$ cat src/rtl/multi_cycle_ctrl_if.sv
// Control bundle between the multi-cycle RV32I controller and its datapath.
// The controller drives the control lines (master); the datapath supplies instruction fields and the zero flag.
interface multi_cycle_ctrl_if;
    logic [6:0] i_op;
    logic [2:0] i_funct3;
    logic       i_funct7b5;
    logic       i_zero;
    logic       o_pcWrite;
    logic       o_adrSrc;
    logic       o_memWrite;
    logic       o_irWrite;
    logic       o_regWrite;
    logic [1:0] o_resultSrc;
    logic [1:0] o_aluSrcA;
    logic [1:0] o_aluSrcB;
    logic [2:0] o_aluControl;
    logic [1:0] o_immSrc;
    logic [3:0] o_state;

    modport master (
        input  i_op, i_funct3, i_funct7b5, i_zero,
        output o_pcWrite, o_adrSrc, o_memWrite, o_irWrite, o_regWrite,
               o_resultSrc, o_aluSrcA, o_aluSrcB, o_aluControl, o_immSrc, o_state
    );

    modport slave (
        output i_op, i_funct3, i_funct7b5, i_zero,
        input  o_pcWrite, o_adrSrc, o_memWrite, o_irWrite, o_regWrite,
               o_resultSrc, o_aluSrcA, o_aluSrcB, o_aluControl, o_immSrc, o_state
    );
endinterface

$ cat src/rtl/multi_cycle_ctrl.sv
// Moore control FSM of the multi-cycle RV32I core, with ALU decoder, immediate-select decoder and branch logic.
module multi_cycle_ctrl (
    input  logic               i_clk,
    input  logic               i_arst,
    multi_cycle_ctrl_if.master bus
);
    localparam logic [3:0] FETCH    = 4'd0;
    localparam logic [3:0] DECODE   = 4'd1;
    localparam logic [3:0] MEMADR   = 4'd2;
    localparam logic [3:0] MEMREAD  = 4'd3;
    localparam logic [3:0] MEMWB    = 4'd4;
    localparam logic [3:0] MEMWRITE = 4'd5;
    localparam logic [3:0] EXECR    = 4'd6;
    localparam logic [3:0] EXECI    = 4'd7;
    localparam logic [3:0] ALUWB    = 4'd8;
    localparam logic [3:0] BEQ      = 4'd9;
    localparam logic [3:0] JAL      = 4'd10;

    localparam logic [6:0] OP_LW    = 7'b0000011;
    localparam logic [6:0] OP_SW    = 7'b0100011;
    localparam logic [6:0] OP_R     = 7'b0110011;
    localparam logic [6:0] OP_I     = 7'b0010011;
    localparam logic [6:0] OP_BEQ   = 7'b1100011;
    localparam logic [6:0] OP_JAL   = 7'b1101111;

    localparam logic [2:0] ALU_ADD  = 3'b000;
    localparam logic [2:0] ALU_SUB  = 3'b001;
    localparam logic [2:0] ALU_AND  = 3'b010;
    localparam logic [2:0] ALU_OR   = 3'b011;
    localparam logic [2:0] ALU_SLT  = 3'b101;

    logic [3:0] state;
    logic [3:0] state_next;
    logic [1:0] alu_op;
    logic       pc_update;
    logic       branch;
    logic       ir_write;
    logic       reg_write;
    logic       mem_write;

    always_ff @(posedge i_clk or posedge i_arst) begin
        if (i_arst) begin
            state <= FETCH;
        end else begin
            state <= state_next;
        end
    end

    always_comb begin
        state_next = FETCH;
        case (state)
            FETCH:    state_next = DECODE;
            DECODE: begin
                case (bus.i_op)
                    OP_LW, OP_SW: state_next = MEMADR;
                    OP_R:         state_next = EXECR;
                    OP_I:         state_next = EXECI;
                    OP_BEQ:       state_next = BEQ;
                    OP_JAL:       state_next = JAL;
                    default:      state_next = FETCH;
                endcase
            end
            MEMADR:   state_next = (bus.i_op == OP_LW) ? MEMREAD : MEMWRITE;
            MEMREAD:  state_next = MEMWB;
            EXECR:    state_next = ALUWB;
            EXECI:    state_next = ALUWB;
            JAL:      state_next = ALUWB;
            default:  state_next = FETCH;
        endcase
    end

    always_comb begin
        pc_update           = 1'b0;
        branch              = 1'b0;
        ir_write            = 1'b0;
        reg_write           = 1'b0;
        mem_write           = 1'b0;
        alu_op              = 2'b00;
        bus.o_adrSrc        = 1'b0;
        bus.o_resultSrc     = 2'b00;
        bus.o_aluSrcA       = 2'b00;
        bus.o_aluSrcB       = 2'b00;
        case (state)
            FETCH: begin
                ir_write        = 1'b1;
                pc_update       = 1'b1;
                bus.o_aluSrcB   = 2'b10;
                bus.o_resultSrc = 2'b10;
            end
            DECODE: begin
                bus.o_aluSrcA = 2'b01;
                bus.o_aluSrcB = 2'b01;
            end
            MEMADR: begin
                bus.o_aluSrcA = 2'b10;
                bus.o_aluSrcB = 2'b01;
            end
            MEMREAD:  bus.o_adrSrc = 1'b1;
            MEMWB: begin
                bus.o_resultSrc = 2'b01;
                reg_write       = 1'b1;
            end
            MEMWRITE: begin
                bus.o_adrSrc = 1'b1;
                mem_write    = 1'b1;
            end
            EXECR: begin
                bus.o_aluSrcA = 2'b10;
                alu_op        = 2'b10;
            end
            EXECI: begin
                bus.o_aluSrcA = 2'b10;
                bus.o_aluSrcB = 2'b01;
                alu_op        = 2'b10;
            end
            ALUWB:    reg_write = 1'b1;
            BEQ: begin
                bus.o_aluSrcA = 2'b10;
                alu_op        = 2'b01;
                branch        = 1'b1;
            end
            JAL: begin
                bus.o_aluSrcA = 2'b01;
                bus.o_aluSrcB = 2'b10;
                pc_update     = 1'b1;
            end
            default: ;
        endcase
    end

    // Write enables are gated by reset so an aborted instruction never commits anything.
    always_comb begin
        bus.o_pcWrite  = (pc_update | (branch & bus.i_zero)) & ~i_arst;
        bus.o_irWrite  = ir_write & ~i_arst;
        bus.o_regWrite = reg_write & ~i_arst;
        bus.o_memWrite = mem_write & ~i_arst;
        bus.o_state    = state;
    end

    always_comb begin
        bus.o_aluControl = ALU_ADD;
        case (alu_op)
            2'b01: bus.o_aluControl = ALU_SUB;
            2'b10: begin
                case (bus.i_funct3)
                    3'b000:  bus.o_aluControl = (bus.i_op[5] & bus.i_funct7b5) ? ALU_SUB : ALU_ADD;
                    3'b010:  bus.o_aluControl = ALU_SLT;
                    3'b110:  bus.o_aluControl = ALU_OR;
                    3'b111:  bus.o_aluControl = ALU_AND;
                    default: bus.o_aluControl = ALU_ADD;
                endcase
            end
            default: bus.o_aluControl = ALU_ADD;
        endcase
    end

    always_comb begin
        case (bus.i_op)
            OP_SW:   bus.o_immSrc = 2'b01;
            OP_BEQ:  bus.o_immSrc = 2'b10;
            OP_JAL:  bus.o_immSrc = 2'b11;
            default: bus.o_immSrc = 2'b00;
        endcase
    end
endmodule

$ cat src/flat_wrapper.sv
// flat-port wrapper written by rule: the top's interface ports become plain ports
module multi_cycle_ctrl_flat 
  (i_clk, i_arst, bus_i_op, bus_i_funct3, bus_i_funct7b5, bus_i_zero, bus_o_pcWrite, bus_o_adrSrc, bus_o_memWrite, bus_o_irWrite, bus_o_regWrite, bus_o_resultSrc, bus_o_aluSrcA, bus_o_aluSrcB, bus_o_aluControl, bus_o_immSrc, bus_o_state);
  multi_cycle_ctrl_if bus_i ();
  input  logic i_clk;
  input  logic i_arst;
  input wire logic [$bits(bus_i.i_op)-1:0] bus_i_op;
  input wire logic [$bits(bus_i.i_funct3)-1:0] bus_i_funct3;
  input wire logic [$bits(bus_i.i_funct7b5)-1:0] bus_i_funct7b5;
  input wire logic [$bits(bus_i.i_zero)-1:0] bus_i_zero;
  output wire logic [$bits(bus_i.o_pcWrite)-1:0] bus_o_pcWrite;
  output wire logic [$bits(bus_i.o_adrSrc)-1:0] bus_o_adrSrc;
  output wire logic [$bits(bus_i.o_memWrite)-1:0] bus_o_memWrite;
  output wire logic [$bits(bus_i.o_irWrite)-1:0] bus_o_irWrite;
  output wire logic [$bits(bus_i.o_regWrite)-1:0] bus_o_regWrite;
  output wire logic [$bits(bus_i.o_resultSrc)-1:0] bus_o_resultSrc;
  output wire logic [$bits(bus_i.o_aluSrcA)-1:0] bus_o_aluSrcA;
  output wire logic [$bits(bus_i.o_aluSrcB)-1:0] bus_o_aluSrcB;
  output wire logic [$bits(bus_i.o_aluControl)-1:0] bus_o_aluControl;
  output wire logic [$bits(bus_i.o_immSrc)-1:0] bus_o_immSrc;
  output wire logic [$bits(bus_i.o_state)-1:0] bus_o_state;
  assign bus_i.i_op = bus_i_op;
  assign bus_i.i_funct3 = bus_i_funct3;
  assign bus_i.i_funct7b5 = bus_i_funct7b5;
  assign bus_i.i_zero = bus_i_zero;
  assign bus_o_pcWrite = bus_i.o_pcWrite;
  assign bus_o_adrSrc = bus_i.o_adrSrc;
  assign bus_o_memWrite = bus_i.o_memWrite;
  assign bus_o_irWrite = bus_i.o_irWrite;
  assign bus_o_regWrite = bus_i.o_regWrite;
  assign bus_o_resultSrc = bus_i.o_resultSrc;
  assign bus_o_aluSrcA = bus_i.o_aluSrcA;
  assign bus_o_aluSrcB = bus_i.o_aluSrcB;
  assign bus_o_aluControl = bus_i.o_aluControl;
  assign bus_o_immSrc = bus_i.o_immSrc;
  assign bus_o_state = bus_i.o_state;
  multi_cycle_ctrl u_core (.i_clk(i_clk), .i_arst(i_arst), .bus(bus_i));
endmodule
$ cat config.mk
export PLATFORM = sky130hd
export DESIGN_NAME = multi_cycle_ctrl_flat
export DESIGN_NICKNAME = d
export VERILOG_FILES = /design/src/rtl/multi_cycle_ctrl_if.sv /design/src/rtl/multi_cycle_ctrl.sv /design/src/flat_wrapper.sv
export SDC_FILE = /design/constraint.sdc
export NUM_CORES = 1
export LEC_CHECK = 0
export CAP_MARGIN = 20
export CORE_MARGIN = 4
export CORE_UTILIZATION = 36
export CTS_CLUSTER_DIAMETER = 150
export DETAILED_ROUTE_END_ITERATION = 8
export PLACE_DENSITY_LB_ADDON = 0.15
export SLEW_MARGIN = 20
export SYNTH_ARGS = -nofsm -noshare
export SYNTH_HDL_FRONTEND = slang
export SYNTH_SLANG_ARGS = --single-unit
export TNS_END_PERCENT = 30
$ cat constraint.sdc
create_clock -name i_clk -period 2.5 [get_ports i_clk]
set_clock_uncertainty 0.2 [all_clocks]
set_input_delay 0.625 -clock i_clk [delete_from_list [all_inputs] [get_ports i_clk]]
set_output_delay 0.625 -clock i_clk [all_outputs]
set_load 0.1 [all_outputs]
==> impl_metrics.py, run 1 <==
metrics = {
    "outcome": {
        "outcome": "aborted with a tool error",
        "last-stage-reached": "4_1_cts",
        "error_line": "[ERROR DPL-0038] Utilization greater than 100%, impossible to legalize",
    },
    "logic_synthesis": {
        "ys_types": 37,
        "synth_area_um2": 556,
        "synthDominantCellAreaShare": 0.180,
        "synthCells": 76,
        "synth_enable_flop_cells": 0,
        "ys_seq_area_frac": 0.180,
        "synthDominantAreaCellType": "sky130_fd_sc_hd__dfrtp_1",
        "async_flop_share": 1.00,
        "nets_in_the_synthesized_netlist": 92,
        "postSynth.topFlopCell": "sky130_fd_sc_hd__dfrtp_1",
        "ys_warn_count": 0,
        "cell_types_occupying_the_most_area_after_synthesis": "sky130_fd_sc_hd__dfrtp_1 18%, sky130_fd_sc_hd__nor3_1 6.3%, sky130_fd_sc_hd__inv_1 4.7%",
        "syn-mean-instance-area_um2": 7.31,
        "ys_top_cells_by_count": "7 x sky130_fd_sc_hd__inv_1, 7 x sky130_fd_sc_hd__nor3_1, 6 x sky130_fd_sc_hd__nor2_1",
        "yosys_register_bits": 4,
    },
    "placed_design": {
        "placement.io_buffers": 33,
        "dp_hpwl_um": 2160,
        "gp_congestion": 0.823,
        "post-place-ws_ps": -295,
        "place_inst": 135,
    },
    "cts": {
        "cts_repair_resize_count": 34,
        "cts-hold-fix-buffers": 0,
        "cts-root-buf": "sky130_fd_sc_hd__clkbuf_4",
        "cts-root-to-sink-buffers": 2,
        "clock_sink_count": 4,
        "cts_buffers": 3,
        "cts_setup_buffers": 8,
        "htree_num_levels": 1,
    },
    "floorplanning": {
        "floorplan.initialDensity": 0.402,
        "ios": 34,
        "chipHeight_um": 47.3,
        "die_w_um": 47.3,
        "num_rows": 13,
    },
}
[through the flow]
stage	cell area (um2)	util	setup TNS (ps)
2_1_floorplan	707	-	-7790
3_5_place_dp	1310	0.949	-818
3_3_place_gp	1310	0.949	-522
[kinds of logic after synthesis]
kind of cell / after synthesis / share of synthesized area
flops: 4 / 0.180
xor+xnor: 3 / 0.0473
simple gates: 39 / 0.410
fa+ha+maj: 2 / 0.0450
buf+inv: 12 / 0.0878
compound gates: 16 / 0.230
==> run 2: changes to the inputs <==
--- a/config.mk
+++ b/config.mk
@@ -6,10 +6,9 @@
 export NUM_CORES = 1
 export LEC_CHECK = 0
 export CAP_MARGIN = 20
-export CORE_MARGIN = 4
-export CORE_UTILIZATION = 36
-export CTS_CLUSTER_DIAMETER = 150
+export CORE_AREA = 4 4 65 67
 export DETAILED_ROUTE_END_ITERATION = 8
+export DIE_AREA = 0 0 69 71
 export PLACE_DENSITY_LB_ADDON = 0.15
 export SLEW_MARGIN = 20
 export SYNTH_ARGS = -nofsm -noshare
==> run 2 against run 1 <==
Net effect:
- the flow now finishes, with violations (setup timing)
- synthesized cell count unchanged
- area after synthesis is the same
==> impl_metrics.py, run 2 <==
metrics = {
    "logic_synthesis": {
        "postSynth.topFlopCell": "sky130_fd_sc_hd__dfrtp_1",
        "synth_area_um2": 556,
        "synthDominantCellAreaShare": 0.180,
        "synth_enable_flop_cells": 0,
        "nets_in_the_synthesized_netlist": 92,
        "ys_warn_count": 0,
        "synthCells": 76,
        "ys_types": 37,
        "cell_types_occupying_the_most_area_after_synthesis": "sky130_fd_sc_hd__dfrtp_1 18%, sky130_fd_sc_hd__nor3_1 6.3%, sky130_fd_sc_hd__inv_1 4.7%",
        "syn-mean-instance-area_um2": 7.31,
        "async_flop_share": 1.00,
        "ys_seq_area_frac": 0.180,
        "yosys_register_bits": 4,
        "synthDominantAreaCellType": "sky130_fd_sc_hd__dfrtp_1",
        "ys_top_cells_by_count": "7 x sky130_fd_sc_hd__inv_1, 7 x sky130_fd_sc_hd__nor3_1, 6 x sky130_fd_sc_hd__nor2_1",
    },
    "cells_and_area": {
        "num_antenna_cells": 0,
        "mostFrequentLayoutCell": "sky130_fd_sc_hd__buf_4",
        "fill_cells": 377,
        "most_frequent_cells_in_the_layout": "22 x sky130_fd_sc_hd__buf_4, 20 x sky130_fd_sc_hd__buf_12, 8 x sky130_fd_sc_hd__dlygate4sd2_1",
        "drive_gt1_frac": 0.611,
        "fin_cells": 179,
        "syn_to_final_growth_pct": 174,
        "finalNetCount": 149,
        "largest_reg_flops": 4,
    },
    "routing": {
        "drc_violations_left": 0,
        "ant_nets": 0,
        "detail_route.vias_per_cell": 4.23,
        "count_of_vias_placed_by_the_detailed_router": 757,
        "wl_per_cell_um": 12.0,
        "drt_first_iter_violations": 20,
        "first_pass_iters": 4,
        "drt-total-wl_um": 2150,
    },
    "timing": {
        "final-hold-violation-count": 0,
        "final.setup.worst_slack_ps": -70.7,
        "max_clock_freq_mhz": 389,
        "timing_max_transition_violations_final": 0,
        "post-route-period-util": 1.03,
        "max_slew.worst_pin.slew_ps": 292,
        "post-route-min-period_ps": 2570,
        "slew_headroom": 0.805,
        "grt_setup_unrepaired": "true",
        "setup_viol": 3,
    },
    "cts": {
        "clk_pin_slew_worst_paths_ps": 30,
        "cts_tree": "done",
        "cts-root-to-sink-buffers": 2,
        "cts_buffers": 3,
        "clk-insertion-delay-late_ps": 220,
        "cts-root-buf": "sky130_fd_sc_hd__clkbuf_8",
        "cts-hold-fix-buffers": 0,
        "htree_num_levels": 1,
        "clock_sink_count": 4,
    },
    "floorplanning": {
        "floorplan.core_area_um2": 3630,
        "ios": 34,
        "chipHeight_um": 71,
        "num_rows": 22,
        "die_w_um": 69,
        "dieArea_um2": 4900,
        "floorplan.initialDensity": 0.153,
    },
    "power_and_ir_drop": {
        "power.density_nw_per_um2": 801,
        "comb_power_share": 0.813,
        "p_leak_nw": 0.615,
        "vdd.ir_drop.worst_mv": 0.543,
        "internal_power_mw": 0.550,
        "switching_share": 0.549,
        "seq_power_share": 0.073,
        "power.clock.fraction": 0.115,
        "power_switching_mw": 0.670,
    },
    "worst_setup_path": {
        "crit_path_top_delay_cell": "sky130_fd_sc_hd__dfrtp_4",
        "critPathKind": "reg2out",
        "slowest_delay_ps": 500,
        "required_ps": 1670,
        "sort_of_element_at_the_start_of_the_critical_path": "flop",
        "crit_family": "simple AND/OR/NAND/NOR gates",
        "cp_data_arrival_time_ps": 1750,
        "total_buffers_and_inverters_traversed_by_the_critical_path": 1,
        "crit_chain": "nor2b_4 -> nand3_4 -> ha_4 -> nor4bb_4 -> buf_12",
        "worstSetupEndpointType": "output port",
        "crit_path_max_fanout": 4,
    },
    "grt": {
        "grt_antenna_before_repair": 0,
        "globalRoute.totalOverflow": 0,
        "grt_first_pass_wirelength_um": 3660,
        "grt_max_degree": 17,
        "grt_util_all_layers": 0.0931,
        "first_global_vias": 759,
    },
    "placed_design": {
        "place_inst": 170,
        "dp_hpwl_um": 1720,
        "gp_congestion": 0.744,
        "placement.io_buffers": 33,
        "post-place-ws_ps": -245,
    },
    "outcome": {
        "failed_checks": "setup timing",
        "outcome": "finished with violations",
    },
    "run": {
        "maxCapViolCount": 0,
    },
    "hold_path": {
        "hp-class": "in2async",
    },
}
-- run 2: worst min-delay path, cell delays in order --
cell and delay, ps:
sky130_fd_sc_hd__dlygate4sd2_1 290, sky130_fd_sc_hd__inv_1 110, sky130_fd_sc_hd__buf_4 140
-- run 2: per-stage QoR --
stage	power, mW	TNS, ps	instance area, um2	util	hold WS, ps
2_1_floorplan	0.695	-7790	707	-	202
3_3_place_gp	1.05	-578	1380	0.380	543
3_5_place_dp	1.05	-626	1380	0.380	514
4_1_cts	1.23	-180	1510	0.415	424
5_1_grt	1.27	-436	1520	0.419	462
6_report	1.22	-144	1520	0.419	425
-- run 2: power by group through the flow --
stage / Sequential [mW] / Clock [mW] / Combinational, mW
finish: 0.0888 / 0.140 / 0.992
global route: 0.0904 / 0.150 / 1.03
CTS: 0.0873 / 0.147 / 0.991
detailed placement: 0.0882 / 0 / 0.962
global placement: 0.0882 / 0 / 0.962
floorplan: 0.166 / 0 / 0.528
-- run 2: cell families (layout without fill, tap and decap cells) --
logic type | count (synthesis) | in the layout | share of synthesized area
flip-flops | 4 | 4 | 0.180
XOR/XNOR | 3 | 3 | 0.0473
AND/OR/NAND/NOR | 39 | 39 | 0.410
buffers and inverters | 12 | 67 | 0.0878
adder cells (fa/ha/maj) | 2 | 2 | 0.0450
AO/OA/AOI/OAI | 16 | 16 | 0.230
-- run 2: worst paths after layout --
| kind | depth (start not counted) | endpoint | slack (ps) | start |
|---|---|---|---|---|
| min in group i_clk | 2 | u_core.bus.o_state[3]$_DFF_PP0_ | 480 | u_core.bus.o_state[1]$_DFF_PP0_ |
| worst min register to register | 2 | u_core.bus.o_state[3]$_DFF_PP0_ | 480 | u_core.bus.o_state[1]$_DFF_PP0_ |
| worst max-delay path | 5 | bus_o_aluControl[2] | -70 | u_core.bus.o_state[2]$_DFF_PP0_ |
| worst max register to register | 4 | u_core.bus.o_state[1]$_DFF_PP0_ | 720 | u_core.bus.o_state[0]$_DFF_PP0_ |
| worst min-delay path | 3 | u_core.bus.o_state[3]$_DFF_PP0_ | 420 | i_arst |
| max in group asynchronous | 3 | u_core.bus.o_state[1]$_DFF_PP0_ | 1560 | i_arst |
-- run 2: final cells by class --
cell class | count | area [um2] | area share
clock buffer | 3 | 41.3 | 0.0271
inverter | 7 | 26.3 | 0.0172
multi-input combinational | 60 | 573 | 0.376
sequential | 4 | 115 | 0.0755
tap | 48 | 60.1 | 0.0394
timing repair buffer | 57 | 708 | 0.465
-- run 2: routing by layer --
metal  global-route usage  vias to the layer above  wire length [um]
li1                     -                      381                 -
met5                    0                        -                 0
met4               0.0456                        0                23
met1                0.108                      357               893
met2                0.150                       17              1130
met3               0.0355                        2               109
-- run 2: what timing repair did --
item | 4_1_cts | 5_1_grt
buffers inserted | 5 | 1
pin swaps | 8 | 4
cloned | 0 | 0
gates resized for setup | 23 | 3
setup endpoints to repair | 8 | 8
(Power assumes the default switching activity.)
==> run 3: changes to the inputs <==
--- a/config.mk
+++ b/config.mk
@@ -7,6 +7,7 @@
 export LEC_CHECK = 0
 export CAP_MARGIN = 20
 export CORE_AREA = 4 4 65 67
+export CTS_CLUSTER_SIZE = 20
 export DETAILED_ROUTE_END_ITERATION = 8
 export DIE_AREA = 0 0 69 71
 export PLACE_DENSITY_LB_ADDON = 0.15
==> results of run 3 <==
No change in the layout: final DEF, timing and power equal those of run 2.
